==> config.mk <==
export PLATFORM = sky130hd
export DESIGN_NAME = cond_flag_unit
export DESIGN_NICKNAME = d
export VERILOG_FILES = /design/src/rtl/cond_pkg.sv /design/src/rtl/cond_flag_unit_flagw_fifo.sv /design/src/rtl/cond_flag_unit.sv
export SDC_FILE = /design/constraint.sdc
export NUM_CORES = 1
export LEC_CHECK = 0
export ABC_CLOCK_PERIOD_IN_PS = 2600
export BUFFER_PORTS_ARGS = -buffer_cell sky130_fd_sc_hd__buf_2
export CELL_PAD_IN_SITES_DETAIL_PLACEMENT = 0
export CELL_PAD_IN_SITES_GLOBAL_PLACEMENT = 1
export CORE_MARGIN = 2
export CORE_UTILIZATION = 38
export CTS_BUF_LIST = sky130_fd_sc_hd__clkbuf_2 sky130_fd_sc_hd__clkbuf_4 sky130_fd_sc_hd__clkbuf_8
export DETAILED_ROUTE_END_ITERATION = 8
export GPL_TIMING_DRIVEN = 0
export PLACE_DENSITY = 0.8
export SYNTH_ARGS = -nofsm -noshare
export SYNTH_HDL_FRONTEND = slang
export SYNTH_HIERARCHICAL = 1
export SYNTH_SLANG_ARGS = --single-unit
export TNS_END_PERCENT = 50
==> constraint.sdc <==
create_clock -name CLK -period 2.6 [get_ports CLK]
set_clock_uncertainty 0.1 [all_clocks]
set_input_delay 0.52 -clock CLK [delete_from_list [all_inputs] [get_ports CLK]]
set_output_delay 0.52 -clock CLK [all_outputs]
set_load 0.02 [all_outputs]
==> src/rtl/cond_pkg.sv <==
// cond_pkg: ARM condition codes, NZCV/FlagW bit indices and the shared condition evaluator
// Macro FLAG_BYPASS_EN (used by cond_flag_unit) selects same-cycle flag bypass.
package cond_pkg;
    localparam logic [3:0] EQ = 4'h0, NE = 4'h1, CS = 4'h2, CC = 4'h3;
    localparam logic [3:0] MI = 4'h4, PL = 4'h5, VS = 4'h6, VC = 4'h7;
    localparam logic [3:0] HI = 4'h8, LS = 4'h9, GE = 4'ha, LT = 4'hb;
    localparam logic [3:0] GT = 4'hc, LE = 4'hd, AL = 4'he, NV = 4'hf;
    localparam int N_BIT = 3, Z_BIT = 2, C_BIT = 1, V_BIT = 0;
    localparam int FW_NZ = 1, FW_CV = 0;

    function automatic logic cond_pass(input logic [3:0] cond, input logic [3:0] nzcv);
        logic n, z, c, v;
        n = nzcv[N_BIT];
        z = nzcv[Z_BIT];
        c = nzcv[C_BIT];
        v = nzcv[V_BIT];
        case (cond)
            EQ: cond_pass = z;
            NE: cond_pass = !z;
            CS: cond_pass = c;
            CC: cond_pass = !c;
            MI: cond_pass = n;
            PL: cond_pass = !n;
            VS: cond_pass = v;
            VC: cond_pass = !v;
            HI: cond_pass = c & !z;
            LS: cond_pass = !c | z;
            GE: cond_pass = n == v;
            LT: cond_pass = n != v;
            GT: cond_pass = !z & (n == v);
            LE: cond_pass = z | (n != v);
            AL: cond_pass = 1'b1;
            default: cond_pass = 1'b0;
        endcase
    endfunction
endpackage

==> src/rtl/cond_flag_unit_flagw_fifo.sv <==
// flagw_fifo: DEPTH-deep FIFO of 2-bit flag-write masks for in-flight flag writers
// Ports: clk, rst_n (async active-low), push/din enqueue, pop dequeue, head = oldest mask, count = occupancy.
// Callers only pop when count>0 and only push into a full FIFO together with a pop.
module flagw_fifo #(
    parameter int DEPTH = 3
) (
    input  logic       clk,
    input  logic       rst_n,
    input  logic       push,
    input  logic       pop,
    input  logic [1:0] din,
    output logic [1:0] head,
    output logic [2:0] count
);
    logic [1:0] mem [DEPTH];
    logic [1:0] wr, rd;
    logic [1:0] wr_nxt, rd_nxt;
    assign wr_nxt = wr == 2'(DEPTH - 1) ? 2'd0 : wr + 2'd1;
    assign rd_nxt = rd == 2'(DEPTH - 1) ? 2'd0 : rd + 2'd1;
    assign head = mem[rd];
    always_ff @(posedge clk)
        if (push) mem[wr] <= din;
    always_ff @(posedge clk or negedge rst_n)
        if (!rst_n) begin
            wr <= '0;
            rd <= '0;
            count <= '0;
        end else begin
            if (push) wr <= wr_nxt;
            if (pop) rd <= rd_nxt;
            count <= count + 3'(push) - 3'(pop);
        end
endmodule

==> src/rtl/cond_flag_unit.sv <==
// cond_flag_unit: NZCV register, condition evaluation, flag-writer tracking and dependency stall
// Ports: CLK, RESETn (async active-low); issue side Iss_Valid/Iss_Cond/Iss_FlagW/Iss_Carry_use -> Iss_Ready, CondEx;
// Carry to the ALU; result side Res_Valid/ALUFlags; status Flags, Pending, Err (sticky pop-on-empty).
// Macro FLAG_BYPASS_EN: when defined, returning ALU flags for the last in-flight writer are visible
// to CondEx/Carry in the same cycle; otherwise dependents wait for the registered Flags.
module cond_flag_unit
    import cond_pkg::*;
#(
    parameter int MAXPEND = 3
) (
    input  logic       CLK,
    input  logic       RESETn,
    input  logic       Iss_Valid,
    input  logic [3:0] Iss_Cond,
    input  logic [1:0] Iss_FlagW,
    input  logic       Iss_Carry_use,
    output logic       Iss_Ready,
    output logic       CondEx,
    output logic       Carry,
    input  logic       Res_Valid,
    input  logic [3:0] ALUFlags,
    output logic [3:0] Flags,
    output logic [2:0] Pending,
    output logic       Err
);
    logic [1:0] head;
    logic [2:0] count;
    logic       pop, push, byp, dep;
    logic [3:0] merged, eff;
    assign pop = Res_Valid & (count != 3'd0);
    assign merged = {head[FW_NZ] ? ALUFlags[3:2] : Flags[3:2],
                     head[FW_CV] ? ALUFlags[1:0] : Flags[1:0]};
`ifdef FLAG_BYPASS_EN
    assign byp = Res_Valid & (count == 3'd1);
`else
    assign byp = 1'b0;
`endif
    assign eff = byp ? merged : Flags;
    assign Carry = eff[C_BIT];
    assign dep = (Iss_Cond != AL) | Iss_Carry_use;
    assign Iss_Ready = !((count == 3'(MAXPEND) && !pop) || (dep && count != 3'd0 && !byp));
    assign CondEx = cond_pass(Iss_Cond, eff) & Iss_Valid & Iss_Ready;
    assign push = CondEx & |Iss_FlagW;
    assign Pending = count;
    flagw_fifo #(.DEPTH(MAXPEND)) u_fifo (
        .clk  (CLK),
        .rst_n(RESETn),
        .push (push),
        .pop  (pop),
        .din  (Iss_FlagW),
        .head (head),
        .count(count)
    );
    always_ff @(posedge CLK or negedge RESETn)
        if (!RESETn) begin
            Flags <= 4'b0000;
            Err <= 1'b0;
        end else begin
            if (pop) Flags <= merged;
            if (Res_Valid && count == 3'd0) Err <= 1'b1;
        end
endmodule

==> results list <==
* Vias in the first global route: a little under 800
- Row Count: 18
- VDD IR-drop max: 634 uV
- Based on the critical path, the design can be clocked at up to slightly below 400 MHz.
* Number of antenna violations at the first check in global routing: 0
- The clock passes through at most 2 buffers.
- The die is 56.3 um tall.
- The tool flagged a number of max-cap violations equal to 0.
- The worst path uses between 90 and 100% of the clock period.
- The tightest min-delay check is of the input port to flop type.
- Global routing finished with a remaining overflow of 0.
- Normalized max-slew margin: 68.7%
- Antenna-violating nets left: 0
* Wire length per cell: around 14 um
* Via density per instance: 5.18
- In this run, the number of DRC markers left after iteration 0 of detailed routing was 8.
- The worst setup path is captured at a primary output.
- Ratio of cells with drive above 1 in the final layout: between 40% and 50%
- The die is 56.3 um wide.
* Synth Net Count: 110
- After clock tree synthesis, the clock-pin slew on the worst setup and hold paths is roughly 0.10 ns.
- The flow ran to the end, and the final reports show no timing, DRC or antenna violations.
- Dominant cells by area after synthesis: dfrtp_1 (29%), edfxtp_1 (17%), mux2i_1 (5.8%), mux2_2 (5.4%), inv_1 (2.5%)
- Gr usage total: 14.5%
- Total half-perimeter wirelength after legalization and detailed placement: 1570 um
* Area Overhead vs Synth: 27.3%
- Summed over its instances, the top area cell type makes up roughly 29% of the synthesized netlist area.
- Along the worst path, the maximum fanout reaches 10.
* Number of iterations in the first detailed-routing pass: 4
- At the pin with the least slew margin, the transition time is 0.469 ns.
- Post-synth top area cell: dfrtp_1
- Core Region: 2540 sq um
- Once layout is complete, the utilization of the core stands at 52.0%.
* Clock root cell: clkbuf_4
- Final hold violation count: 0
- Synthesized area per cell: 11.3 sq um
- CTS tree: yes
- I/O pins: 26
- The netlist uses 38 different library cells.
- Synth warnings: 6
- Number of synthesized register bits: 18
* Min Hold Slack: 0.348 ns
- Leakage power total: between 0.5 and 0.6 nW
- The die covers 3170 sq um.
* Cell count after synthesis: 92
- Power per standard cell area: 984 nW/um^2
* Number of antenna cells inserted: 0
* Total number of vias: ~790
* Count of port buffers added during placement: 23
- Once the floorplan was initialized, standard cells occupied 40.9% of the core.
- Final slew viol count: 0
- For the worst setup path, the data required time is 1.98 ns.
- The worst setup path is launched from an input port.
* Final number of setup-violating endpoints: 0
* Data arrival time of the critical path: 1.97 ns
- Insertion delay of the later-clocked pin in the worst-skew pair: 0.29 ns
- Total Nets Final: between 100 and 150
* Classification of the worst setup path: input port to primary output
- Counting the fill cells in the layout gives 247.
- Final total power: 1.30 mW
- Entering global routing, the biggest net connects 13 pins.
- After detailed routing, the total wire length is 2080 um.
- Synth Cell Area: between 1000 and 1500 sq um
- For this run, the register share of the synthesized area comes to 46.2%.
* Routability congestion estimate from global placement: 0.744
- After detailed routing, the number of remaining DRC violations is 0.
* Inserted Clock Buffers: 3
* CTS H-Tree Depth: 1
- Flop2flop setup slack: 0.03 ns
- Setup repair after global routing could not meet its margin everywhere.
- The first global-routing pass estimated 3590 um of wire.
* Time the worst path needs with I/O delays and setup: 2.59 ns
- Clock sinks: 18
==> layer usage <==
metal | vias up | track usage [%] | part of all wire (%)
met5 | - | 0 | 0
met4 | 0 | 5.10 | 0.72
met3 | 2 | 3.46 | 4.1
met2 | 21 | 23.2 | 50
met1 | 376 | 19.1 | 45
li1 | 394 | - | -
==> cells in the final DEF, fill, tap and decap left out, drive strengths merged, types with 2 or more instances in the layout <==
master  count
edfxtp      6
nand3       3
ha          2
o31ai       2
a211o       2
buf        30
nor3b       4
a21boi      2
nor2        5
mux2        6
o21ai       2
nand2       7
inv         8
dfrtp      12
mux2i       6
clkbuf      3
a21o        2
a21oi       2
xnor2       3
nor3        2
==> power breakdown <==
part / switching (mW) / internal [mW]
Clock: 0.0826 / 0.0558
Sequential: 0.150 / 0.393
Combinational: 0.303 / 0.317
==> worst paths after layout <==
path | cells after the start | from | end
max | 8 | Iss_Cond[3] | CondEx
min | 1 | Iss_FlagW[0] | u_fifo/mem[0][0]
max reg2reg | 10 | Flags[3] | u_fifo/count[2]
min reg2reg | 1 | Err | Err
max in group asynchronous | 2 | RESETn | Flags[3]
min in group asynchronous | 2 | RESETn | Flags[1]
==> layout make-up <==
type / instances / area (sq um) / area share, %
inverters: 8 / 30.0 / 2.27
plain buffers: 4 / 33.8 / 2.55
flip-flops and latches: 18 / 483 / 36.5
repair buffers: 27 / 148 / 11.2
multi-input cells: 62 / 566 / 42.7
well taps: 30 / 37.5 / 2.84
clock inverters: 1 / 3.75 / 0.284
clock buffers: 3 / 22.5 / 1.70
==> critical path: stages <==
cell	delay [ns]
buf_2	0.12
buf_4	0.16
and4bb_2	0.24
o31ai_2	0.21
a32oi_2	0.15
nor4b_2	0.33
nor2_1	0.08
buf_2	0.16
==> flip-flops by register name, indices dropped and copies added (netlist names) <==
signal / cells
Flags: 4
Err: 1
u_fifo/mem: 6
u_fifo/count: 3
u_fifo/wr: 2
u_fifo/rd: 2
==> Yosys cell counts <==
cell type  count
dfrtp_1       12
inv_1          7
nand2_1        7
edfxtp_1       6
mux2i_1        6
mux2_2         5
nor2_1         5
nand3_1        3
nor3b_1        3
xnor2_1        3
a211o_1        2
a21o_1         2
a21oi_1        2
buf_4          2
ha_1           2
o21ai_1        2
o31ai_1        2
a21boi_0       1
a21boi_2       1
a32oi_1        1
a41oi_1        1
and3b_1        1
and4bb_2       1
buf_2          1
buf_6          1
fa_1           1
inv_2          1
mux2_4         1
nand4_1        1
nand4b_1       1
nor2b_1        1
nor3_1         1
nor3_2         1
nor3b_2        1
nor4b_2        1
nor4bb_1       1
o22ai_1        1
or4_1          1
==> per-stage QoR <==
stage                     cell area [sq um]  worst slack, ns  setup TNS, ns  instances
after floorplan                        1050           -0.187         -0.300         92
after global placement                 1200           -0.389         -0.976        145
after detailed placement               1200           -0.405          -1.23        145
after CTS                              1280         -0.00613       -0.00613        152
after global routing                   1320           -0.111         -0.234        153
final                                  1320           0.0133              0        153
==> logic make-up after synthesis <==
family	share of synthesized area, %
xor+xnor	2.53
simple gates	17.8
buf+inv	5.90
flops	46.2
compound gates	10.6
fa+ha+maj	4.33
mux	12.6
==> what timing repair did <==
| action | 4_1_cts | 5_1_grt |
|---|---|---|
| endpoints found under the hold margin | 12 | 0 |
| hold buffers | 1 | 0 |
| resized for setup | 5 | 8 |
| pin swaps | 2 | 3 |
| setup endpoints to repair | 3 | 5 |
| buffers inserted | 2 | 1 |
No activity file was read; power rests on OpenSTA's default activity.
